File: src/rtl/dmem_pkg.sv
// Shared definitions for the data-memory read-modify-write responder:
// access codes, FSM state constants and the request legality check.
package dmem_pkg;

  // Access codes presented on req_access
  localparam logic [3:0] ACC_LW  = 4'b0000;
  localparam logic [3:0] ACC_LH  = 4'b0001;
  localparam logic [3:0] ACC_LB  = 4'b0010;
  localparam logic [3:0] ACC_LBU = 4'b0011;
  localparam logic [3:0] ACC_LHU = 4'b0100;
  localparam logic [3:0] ACC_SW  = 4'b1000;
  localparam logic [3:0] ACC_SH  = 4'b1001;
  localparam logic [3:0] ACC_SB  = 4'b1011;

  // Controller states
  localparam logic [2:0] IDLE  = 3'd0;
  localparam logic [2:0] READ  = 3'd1;
  localparam logic [2:0] WAIT  = 3'd2;
  localparam logic [2:0] WRITE = 3'd3;
  localparam logic [2:0] RESP  = 3'd4;

  function automatic logic acc_known(input logic [3:0] acc);
    case (acc)
      ACC_LW, ACC_LH, ACC_LB, ACC_LBU, ACC_LHU,
      ACC_SW, ACC_SH, ACC_SB: return 1'b1;
      default:                return 1'b0;
    endcase
  endfunction

  function automatic logic acc_is_store(input logic [3:0] acc);
    return (acc == ACC_SW) || (acc == ACC_SH) || (acc == ACC_SB);
  endfunction

  function automatic logic acc_is_word(input logic [3:0] acc);
    return (acc == ACC_LW) || (acc == ACC_SW);
  endfunction

  function automatic logic acc_is_half(input logic [3:0] acc);
    return (acc == ACC_LH) || (acc == ACC_LHU) || (acc == ACC_SH);
  endfunction

  // A request is rejected for an unknown code, an address beyond the RAM,
  // a misaligned word, or a halfword that would straddle the word boundary.
  function automatic logic access_err(input logic [3:0] acc,
                                      input logic [1:0] off,
                                      input logic       addr_hi_nz);
    return !acc_known(acc)
        || addr_hi_nz
        || (acc_is_word(acc) && (off != 2'd0))
        || (acc_is_half(acc) && (off == 2'd3));
  endfunction

endpackage

File: src/rtl/dmem_lane_align.sv
// Combinational lane logic: extracts and extends the addressed byte or
// halfword from a read word, and merges store data into that word.
module dmem_lane_align
  import dmem_pkg::*;
(
  input  logic [1:0]  off,
  input  logic [3:0]  acc,
  input  logic [31:0] rword,
  input  logic [31:0] wdata,
  output logic [31:0] ld_data,
  output logic [31:0] wr_word
);

  logic        [4:0]  sh;
  logic        [7:0]  byte_lane;
  logic        [15:0] half_lane;
  logic signed [31:0] byte_sext;
  logic signed [31:0] half_sext;
  logic        [31:0] lane_mask;
  logic        [31:0] wdata_sh;

  assign sh = {off, 3'b000};

  // Select the byte and halfword lanes addressed by the offset
  always_comb begin
    byte_lane = rword[7:0];
    half_lane = rword[15:0];
    case (off)
      2'd0: begin byte_lane = rword[7:0];   half_lane = rword[15:0];  end
      2'd1: begin byte_lane = rword[15:8];  half_lane = rword[23:8];  end
      2'd2: begin byte_lane = rword[23:16]; half_lane = rword[31:16]; end
      default: begin byte_lane = rword[31:24]; half_lane = rword[31:16]; end
    endcase
  end

  assign byte_sext = signed'({{24{byte_lane[7]}}, byte_lane});
  assign half_sext = signed'({{16{half_lane[15]}}, half_lane});

  // Extend the selected lane according to the load type
  always_comb begin
    ld_data = 32'd0;
    case (acc)
      ACC_LW:  ld_data = rword;
      ACC_LH:  ld_data = unsigned'(half_sext);
      ACC_LHU: ld_data = {16'd0, half_lane};
      ACC_LB:  ld_data = unsigned'(byte_sext);
      ACC_LBU: ld_data = {24'd0, byte_lane};
      default: ld_data = 32'd0;
    endcase
  end

  // Build the store lane mask; bytes outside it keep the read value
  always_comb begin
    lane_mask = 32'hFFFF_FFFF;
    if (acc_is_half(acc))
      lane_mask = 32'h0000_FFFF << sh;
    else if (acc == ACC_SB)
      lane_mask = 32'h0000_00FF << sh;
  end

  assign wdata_sh = wdata << sh;
  assign wr_word  = (rword & ~lane_mask) | (wdata_sh & lane_mask);

endmodule

File: src/rtl/dmem_rmw_ctrl.sv
// Data-memory responder: one load/store at a time over valid/ready,
// single-port synchronous RAM, sub-word stores via read-modify-write.
module dmem_rmw_ctrl
  import dmem_pkg::*;
#(
  parameter int ADDR_W = 12
) (
  input  logic              clk,
  input  logic              rst,
  input  logic              req_valid,
  output logic              req_ready,
  input  logic [31:0]       req_addr,
  input  logic [3:0]        req_access,
  input  logic [31:0]       req_wdata,
  output logic              resp_valid,
  input  logic              resp_ready,
  output logic [31:0]       resp_rdata,
  output logic              resp_err,
  output logic              mem_en,
  output logic              mem_we,
  output logic [ADDR_W-1:0] mem_addr,
  output logic [31:0]       mem_wdata,
  input  logic [31:0]       mem_rdata
);

  logic [2:0]  state;
  logic [3:0]  acc_p0;
  logic [1:0]  off_p0;
  logic [31:0] wdata_p0;
  logic        addr_hi_nz;
  logic        req_err;
  logic [31:0] ld_data;
  logic [31:0] wr_word;

  // RAM strobes are decoded from state so a reset drops them at once,
  // suppressing a write that has not yet been clocked.
  assign req_ready  = (state == IDLE);
  assign resp_valid = (state == RESP);
  assign mem_en     = (state == READ) || (state == WRITE);
  assign mem_we     = (state == WRITE);

  assign addr_hi_nz = |req_addr[31:ADDR_W+2];
  assign req_err    = access_err(req_access, req_addr[1:0], addr_hi_nz);

  dmem_lane_align u_lane (
    .off     (off_p0),
    .acc     (acc_p0),
    .rword   (mem_rdata),
    .wdata   (wdata_p0),
    .ld_data (ld_data),
    .wr_word (wr_word)
  );

  // Request latching, FSM sequencing and RAM/response registers
  always_ff @(posedge clk or posedge rst) begin
    if (rst) begin
      state      <= IDLE;
      acc_p0     <= 4'd0;
      off_p0     <= 2'd0;
      wdata_p0   <= 32'd0;
      mem_addr   <= '0;
      mem_wdata  <= 32'd0;
      resp_rdata <= 32'd0;
      resp_err   <= 1'b0;
    end else begin
      case (state)
        // Stage p0: accept and latch the request
        IDLE: begin
          if (req_valid) begin
            acc_p0     <= req_access;
            off_p0     <= req_addr[1:0];
            wdata_p0   <= req_wdata;
            mem_addr   <= req_addr[ADDR_W+1:2];
            resp_rdata <= 32'd0;
            resp_err   <= req_err;
            if (req_err) begin
              state <= RESP;
            end else if (req_access == ACC_SW) begin
              mem_wdata <= req_wdata;
              state     <= WRITE;
            end else begin
              state <= READ;
            end
          end
        end
        READ:  state <= WAIT;
        // Stage p1: read word is on mem_rdata; extract or merge
        WAIT: begin
          if (acc_is_store(acc_p0)) begin
            mem_wdata <= wr_word;
            state     <= WRITE;
          end else begin
            resp_rdata <= ld_data;
            state      <= RESP;
          end
        end
        WRITE: state <= RESP;
        // Stage p2: hold the response until it is taken
        RESP: begin
          if (resp_ready)
            state <= IDLE;
        end
        default: state <= IDLE;
      endcase
    end
  end

endmodule
File: config.mk
export PLATFORM = sky130hd
export DESIGN_NAME = dmem_rmw_ctrl
export DESIGN_NICKNAME = d
export VERILOG_FILES = /design/src/rtl/dmem_pkg.sv /design/src/rtl/dmem_lane_align.sv /design/src/rtl/dmem_rmw_ctrl.sv
export SDC_FILE = /design/constraint.sdc
export NUM_CORES = 1
export LEC_CHECK = 0
export ABC_AREA = 1
export CORE_AREA = 4 4 149 151
export CTS_BUF_LIST = sky130_fd_sc_hd__clkbuf_16
export CTS_CLUSTER_DIAMETER = 150
export DETAILED_ROUTE_END_ITERATION = 10
export DIE_AREA = 0 0 153 155
export DONT_BUFFER_PORTS = 1
export PLACE_DENSITY = 0.49
export SYNTH_ARGS = -nofsm -noshare
export SYNTH_HDL_FRONTEND = slang
export SYNTH_SLANG_ARGS = --single-unit
File: constraint.sdc
create_clock -name clk -period 4.3 [get_ports clk]
set_input_delay 0.86 -clock clk [delete_from_list [all_inputs] [get_ports clk]]
set_output_delay 0.86 -clock clk [all_outputs]
set_load 0.1 [all_outputs]
==> metrics.yaml, run 1 <==
synthesis.nets: 1212
final_common_cell: "nand2_1"
htree_levels: 4
total_power_mw: 7.78
path_clk_slew_ns: 0.06
drive_above_1_share_pct: 6.51
slowest_delay_ns: 0.74
gr-usage-all-layers_pct: 20.6
rr_worst_depth: 9
hold_viol: 0
die_h_um: 155
power.leakage_nw: 4.38
pin_count: 185
antenna_found_initial: 0
grt_pass1_wl_um: 38200
initial_utilization_pct: 34.5
p_per_area_nw_per_um2: 985
path_buf_inv: 3
final_cell_mix: "nand2_1, nand3_1, dfrtp_1"
end_kind: "register"
dp_hpwl_um: 17800
worst_hold_path_type: "input pin to asynchronous set/reset pin"
drt-initial-drc-count: 390
num_rows: 53
rsz0062_at_grt: "false"
port-buffer-count: 0
syn_inst: 1104
setup_violations: 0
synth_edf_count: 0
slew_viol_final: 0
ys.flop_type: "dfrtp_1"
clkLatencyLatePin_ns: 0.42
ys_seq_area_share_pct: 41.1
post_cts_resized: 0
arrival_ns: 3.14
dieArea_um2: 23700
area_delta_synth_final_pct: 9.81
core_area_um2: 20800
routabilityCongestion: 0.937
cap_violations: 0
first_pass_iters: 5
worst_setup_path_start_kind: "register"
cts.sinks: 118
hold_buffers: 0
drt-vias-per-instance: 4.99
post-route-min-period_ns: 2.78
r2r-end: "resp_rdata[13]$_DFFE_PP0P_"
wl_per_cell_um: 17.6
fin_worst_skew_ns: 0.0122
critPathSlowestCell: "inv_1"
path_max_fanout: 52
cts_buffer_depth: 2
tns_ns: 0
relSlewSlack_pct: 27.1
vias: 6807
crit_required_ns: 4.65
die_x_um: 153
post-route-drc-count: 0
cts_tree: "done"
path_delay_family: "buffers and inverters"
crit_type: "register to register"
nets: 1185
grt_max_degree: 66
finalCritPeriodShare_pct: 64.7
synth-seq-cells: 118
fmax_mhz: 359
wl_um: 24100
status: "finished, final reports clean"
syn_avg_cell_area_um2: 6.51
syn_area_um2: 7190
drtAntennaViolNets: 0
ff2ff_setup_slack_ns: 1.52
ys_types: 30
crit_top_cell: "nand2_1"
reg2reg_from: "state[2]$_DFFE_PP0P_"
fin_area_um2: 7900
path_cells: "nor2_1 -> nand2_1 -> inv_2 -> nand2_2 -> buf_4 -> o21ai_0 -> inv_1 -> nand2_1 -> nand2_1"
worstMarginPinSlew_ns: 1.09
cts-root-buf: "clkbuf_16"
overflow: 0
cts_buffers: 17
detailed_place.area_um2: 7360
grt_pass1_vias: 6727
ys_warn_count: 0
antenna_cells: 0
ys_async_sr_fraction_pct: 100
cts_setup_buffers: 0
ir_drop_uv: 447
kinds of logic after synthesis:
logic type | synth area share (%)
fa+ha+maj | 0.696
simple gates | 44.2
buf+inv | 7.86
compound gates | 6.19
flops | 41.1
sequential cells by signal, indices dropped and copies added (netlist names):
register	flops
state	3
wdata_p0	32
resp_rdata	32
off_p0	2
mem_addr	12
acc_p0	4
mem_wdata	32
resp_err	1
routing by layer:
| metal | GRT usage (%) | wire length (um) | up-vias |
|---|---|---|---|
| met3 | 5.84 | 1640 | 28 |
| li1 | - | - | 3407 |
| met2 | 34.3 | 11300 | 207 |
| met4 | 5.09 | 385 | 0 |
| met1 | 26.6 | 10700 | 3165 |
| met5 | 0 | 0 | - |
where the power goes:
part	switching (mW)	leakage, nW	internal (mW)
sequential	2.35	1.52	1.51
combinational	1.81	2.61	0.800
clock	0.572	0.253	0.736
total	4.73	4.38	3.05
cell type report:
class | instances | area, um2
well taps | 275 | 344
clock buffers | 17 | 425
inverters | 75 | 284
flip-flops and latches | 118 | 2950
multi-input cells | 856 | 3680
fillers | 2362 | 12900
repair buffers | 9 | 100
clock inverters | 15 | 108
synthesized netlist by cell type (2+ instances only):
cell / count / area share (%)
nand2_1: 585 / 31
dfrtp_1: 118 / 41
nand3_1: 118 / 8.2
inv_1: 67 / 3.5
o21ai_0: 62 / 4.3
nor2_1: 32 / 1.7
clkbuf_1: 27 / 1.4
buf_2: 14 / 0.97
nor3_1: 10 / 0.70
a21oi_1: 9 / 0.63
nand2_2: 9 / 0.78
buf_6: 8 / 1.3
o22ai_1: 7 / 0.61
buf_1: 6 / 0.31
inv_2: 6 / 0.31
ha_1: 4 / 0.70
nand2_4: 4 / 0.63
nand4_1: 3 / 0.26
nand4_2: 3 / 0.52
clkinv_1: 2 / 0.10
worst max path at each step:
stage,cells past startpoint,to,startpoint
after floorplan,1,acc_p0[0]$_DFFE_PP0P_,rst
after global placement,10,mem_wdata[20]$_DFFE_PP0P_,state[2]$_DFFE_PP0P_
after detailed placement,10,mem_wdata[15]$_DFFE_PP0P_,state[2]$_DFFE_PP0P_
after CTS,10,mem_wdata[19]$_DFFE_PP0P_,state[2]$_DFFE_PP0P_
after global routing,10,mem_wdata[18]$_DFFE_PP0P_,state[2]$_DFFE_PP0P_
final,9,resp_rdata[13]$_DFFE_PP0P_,state[2]$_DFFE_PP0P_
metrics by stage:
stage / hold WS [ns] / worst slack [ns] / cells / utilization, %
after floorplan: 0.449 / 0.311 / 1104 / -
after global placement: 0.463 / 1.52 / 1333 / 35.4
after detailed placement: 0.467 / 1.49 / 1333 / 35.4
after CTS: 0.450 / 1.48 / 1365 / 37.9
after global routing: 0.468 / 1.23 / 1365 / 37.9
final: 0.408 / 1.52 / 1365 / 37.9
Note: power is estimated with default switching activity, not from simulation.
==> run 2: changes to the inputs <==
- PLACE_DENSITY: 0.49 -> 0.51
- clock period: 4.3 -> 2.3 ns (I/O delays scaled with it)
==> metrics.yaml, run 2 (synthesis gave the netlist of run 1 again) <==
hold_viol: 0
final_cell_mix: "nand2_1, nand3_1, dfrtp_1"
overflow: 0
post_cts_resized: 0
port-buffer-count: 0
worstMarginPinSlew_ns: 0.543
antenna_found_initial: 0
pin_count: 185
finalCritPeriodShare_pct: 89.4
relSlewSlack_pct: 63.7
wl_per_cell_um: 17.3
path_clk_slew_ns: 0.06
p_per_area_nw_per_um2: 1820
drt-vias-per-instance: 4.93
nFillCells: 2323
tns_ns: 0
core_area_um2: 20800
path_max_fanout: 10
slew_viol_final: 0
ir_drop_uv: 793
die_x_um: 153
cap_violations: 0
hold_buffers: 0
worst_setup_path_start_kind: "register"
cts_buffers: 17
dp_hpwl_um: 19000
grt_pass1_vias: 7119
busiest_layer: "met2"
power.leakage_nw: 4.90
end_kind: "register"
grt_pass1_wl_um: 40300
final_common_cell: "nand2_1"
cts_tree: "done"
nets: 1284
setup_violations: 0
area_delta_synth_final_pct: 20.3
use_met1_pct: 28.5
drive_above_1_share_pct: 14.1
htree_levels: 4
clkLatencyLatePin_ns: 0.43
routabilityCongestion: 0.910
wl_um: 25300
reg_top3: "mem_wdata (32), resp_rdata (32), wdata_p0 (32)"
cts_setup_buffers: 0
vias: 7207
antenna_cells: 0
status: "finished, final reports clean"
worst_hold_path_type: "input pin to asynchronous set/reset pin"
global_route.usage.met2_pct: 33.8
cts-root-buf: "clkbuf_16"
fin_worst_skew_ns: 0.00841
crit_type: "register to register"
crit_required_ns: 2.62
gr-usage-all-layers_pct: 21.6
rsz0062_at_grt: "false"
first_pass_iters: 5
cts.sinks: 118
cts_buffer_depth: 2
drt-initial-drc-count: 547
die_h_um: 155
arrival_ns: 2.37
grt_max_degree: 64
holdWs_ns: 0.00270
drtAntennaViolNets: 0
grtUsageMet3_pct: 7.07
num_rows: 53
post-route-min-period_ns: 2.06
fmax_mhz: 486
initial_utilization_pct: 34.5
post-route-drc-count: 0
dieArea_um2: 23700
==> run 2: cell types whose count changed in the layout (fill, tap and decap cells not counted), moves of 3 or more <==
cell and delta:
inv_6 -3, buf_4 +97, clkinv_4 -4, buf_12 +3, clkinv_2 +4
==> run 2: cell type report <==
class / instances / area [um2] / area share, %
repair buffers: 108 / 861 / 9.95
inverters: 75 / 285 / 3.30
well taps: 275 / 344 / 3.98
flip-flops and latches: 118 / 2950 / 34.1
clock inverters: 14 / 96.3 / 1.11
clock buffers: 17 / 425 / 4.92
multi-input cells: 856 / 3690 / 42.6
==> run 2: metrics by stage <==
step | total power [mW] | util (%) | instances | area (um2) | setup WS, ns
final | 15.7 | 41.6 | 1463 | 8650 | 0.243
after global routing | 16.8 | 41.6 | 1463 | 8650 | 0.0883
after CTS | 15.8 | 41.6 | 1463 | 8650 | 0.272
after detailed placement | 13.4 | 39.1 | 1432 | 8130 | 0.288
after global placement | 13.3 | 39.1 | 1432 | 8130 | 0.305
after floorplan | 11.0 | - | 1104 | 7200 | 0.0337
==> run 2: path summary, 6_finish.rpt <==
| kind | from | endpoint | slack, ns | cells past startpoint |
|---|---|---|---|---|
| worst max-delay path | off_p0[1]$_DFFE_PP0P_ | mem_wdata[29]$_DFFE_PP0P_ | 0.24 | 10 |
| worst min-delay path | rst | resp_rdata[3]$_DFFE_PP0P_ | 0.003 | 2 |
| worst max register to register | off_p0[1]$_DFFE_PP0P_ | mem_wdata[29]$_DFFE_PP0P_ | 0.24 | 10 |
| worst min register to register | resp_rdata[29]$_DFFE_PP0P_ | resp_rdata[29]$_DFFE_PP0P_ | 0.48 | 2 |
| max in group asynchronous | rst | mem_wdata[25]$_DFFE_PP0P_ | 1.97 | 2 |
| min in group clk | req_addr[7] | mem_addr[5]$_DFFE_PP0P_ | 0.14 | 2 |
==> run 2: power by group <==
group          switching (mW)  internal, mW
Sequential              0.552          2.91
Clock                   0.973          1.44
Combinational            7.52          2.33
==> run 2: worst max-delay path, stage by stage (launching register included) <==
cell     delay (ns)
dfrtp_1        0.38
buf_4          0.17
ha_1           0.20
inv_1          0.24
nand4_2        0.36
nand2_4        0.24
nand2_1        0.08
nand3_1        0.11
nand2_1        0.06
nand2_1        0.06
nand2_1        0.04
==> run 2: routing by layer <==
metal  share of wire (%)  up-vias
met1                  45     3356
met3                 7.7       38
met5                   0        -
met4                 2.1        0
li1                    -     3601
met2                  45      212
==> run 3: changes to the inputs <==
- PLACE_DENSITY: 0.51 -> 0.49
- clock period: 2.3 -> 2 ns (I/O delays scaled with it)
==> metrics.yaml, run 3 (synthesis gave the netlist of run 1 again) <==
relSlewSlack_pct: 55.2
hold_viol: 0
crit_required_ns: 1.60
seqPwrFrac_pct: 20.9
post-route-drc-count: 0
nFillCells: 2226
grt_pass1_vias: 7065
area_delta_synth_final_pct: 23.9
routabilityCongestion: 0.968
p_clk_share_pct: 17.3
first_pass_iters: 5
gr-usage-all-layers_pct: 21.7
tns_ns: 0
min_from: "req_wdata[15]"
worst_hold_path_type: "input pin to register"
initial_utilization_pct: 34.5
worstMarginPinSlew_ns: 0.671
reg_top3: "mem_wdata (32), resp_rdata (32), wdata_p0 (32)"
intPower_mw: 8.26
p_comb_share_pct: 61.8
final_cell_mix: "nand2_1, nand3_1, dfrtp_1"
pin_count: 185
cts_buffer_depth: 2
rr_worst_depth: 10
antenna_cells: 0
crit_type: "register to output port"
drt-vias-per-instance: 4.95
path_clk_slew_ns: 0.06
overflow: 0
power.leakage_nw: 5.00
arrival_ns: 1.50
path_cells: "buf_4 -> nor3_4 -> buf_4"
cap_violations: 0
cts.sinks: 118
drt-initial-drc-count: 603
dieArea_um2: 23700
slew_viol_final: 0
finalCritPeriodShare_pct: 94.9
worst_setup_path_start_kind: "register"
grt_max_degree: 66
dp_hpwl_um: 19400
drive_above_1_share_pct: 15.0
antenna_found_initial: 0
setup_violations: 0
status: "finished, final reports clean"
cts_tree: "done"
min_delay_worst_endpoint: "wdata_p0[15]$_DFFE_PP0P_"
total_power_mw: 18.7
rsz0062_at_grt: "false"
htree_levels: 4
ir_drop_uv: 1080
end_kind: "output port"
die_x_um: 153
num_rows: 53
clkLatencyLatePin_ns: 0.42
crit_top_cell: "buf_4"
critPathSlowestCell: "dfrtp_1"
power_switching_share_pct: 55.8
p_sw_mw: 10.4
vias: 7287
cts_buffers: 17
nets: 1293
fin_worst_skew_ns: 0.0108
final_common_cell: "nand2_1"
wl_um: 25500
port-buffer-count: 0
slowest_delay_ns: 0.38
cts-root-buf: "clkbuf_16"
drtAntennaViolNets: 0
die_h_um: 155
final_cells: 1473
fmax_mhz: 527
hold_path_depth: 2
wl_per_cell_um: 17.3
post-route-min-period_ns: 1.90
path_max_fanout: 3
reg2reg_from: "off_p0[1]$_DFFE_PP0P_"
ff2ff_setup_slack_ns: 0.13
r2r-end: "mem_wdata[24]$_DFFE_PP0P_"
place_inst: 1439
core_area_um2: 20800
grt_pass1_wl_um: 40600
p_per_area_nw_per_um2: 2100
run 3: routing by layer:
layer,vias to the layer above,wire length (um),track usage [%]
met2,295,11300,32.9
met4,0,646,7.00
met5,-,0,0
met3,39,2370,7.23
li1,3616,-,-
met1,3337,11200,29.4
run 3: power groups by stage:
stage	Clock [mW]	Sequential [mW]	Combinational [mW]
finish	3.24	3.91	11.6
global route	3.43	4.02	12.5
CTS	3.30	3.91	11.5
detailed placement	0	3.94	11.5
global placement	0	3.92	11.5
floorplan	0	8.01	4.71
run 3: stage by stage:
step	hold slack, ns	utilization, %	area [um2]	worst slack [ns]
6_report	0.0856	42.8	8910	0.103
2_1_floorplan	0.449	-	7240	-0.0607
5_1_grt	0.0721	42.8	8910	0.00354
3_5_place_dp	0.402	39.6	8250	0.0548
4_1_cts	0.0658	42.6	8870	0.0451
3_3_place_gp	0.402	39.6	8250	0.0621
run 3: area by class of cell:
| type | count | area (um2) | area share, % |
|---|---|---|---|
| inverters | 75 | 287 | 3.22 |
| clock buffers | 17 | 425 | 4.78 |
| well taps | 275 | 344 | 3.86 |
| flip-flops and latches | 118 | 2950 | 33.2 |
| multi-input cells | 856 | 3710 | 41.6 |
| repair buffers | 117 | 1000 | 11.2 |
| clock inverters | 15 | 188 | 2.11 |
run 3: worst max path at each step:
stage	from	to	slack, ns	cells past startpoint
3_3_place_gp	off_p0[1]$_DFFE_PP0P_	mem_wdata[24]$_DFFE_PP0P_	0.06	10
4_1_cts	state[1]$_DFFE_PP0P_	req_ready	0.05	4
2_1_floorplan	state[2]$_DFFE_PP0P_	mem_we	-0.06	1
5_1_grt	state[1]$_DFFE_PP0P_	mem_wdata[6]$_DFFE_PP0P_	0.004	10
3_5_place_dp	off_p0[1]$_DFFE_PP0P_	mem_wdata[24]$_DFFE_PP0P_	0.05	10
6_report	state[2]$_DFFE_PP0P_	mem_we	0.10	3
run 3: critical path: cells and delay by family, from the launching register on:
kind                   cells  cell delay, ns
and+or+nand+nor            1            0.23
DFF                        1            0.38
buffers and inverters      2            0.48
run 3: what timing repair did:
item	4_1_cts	5_1_grt
setup buffers	0	1
setup endpoints to repair	0	54
hold buffers	1	0
resized for setup	0	6
endpoints found under the hold margin	22	0
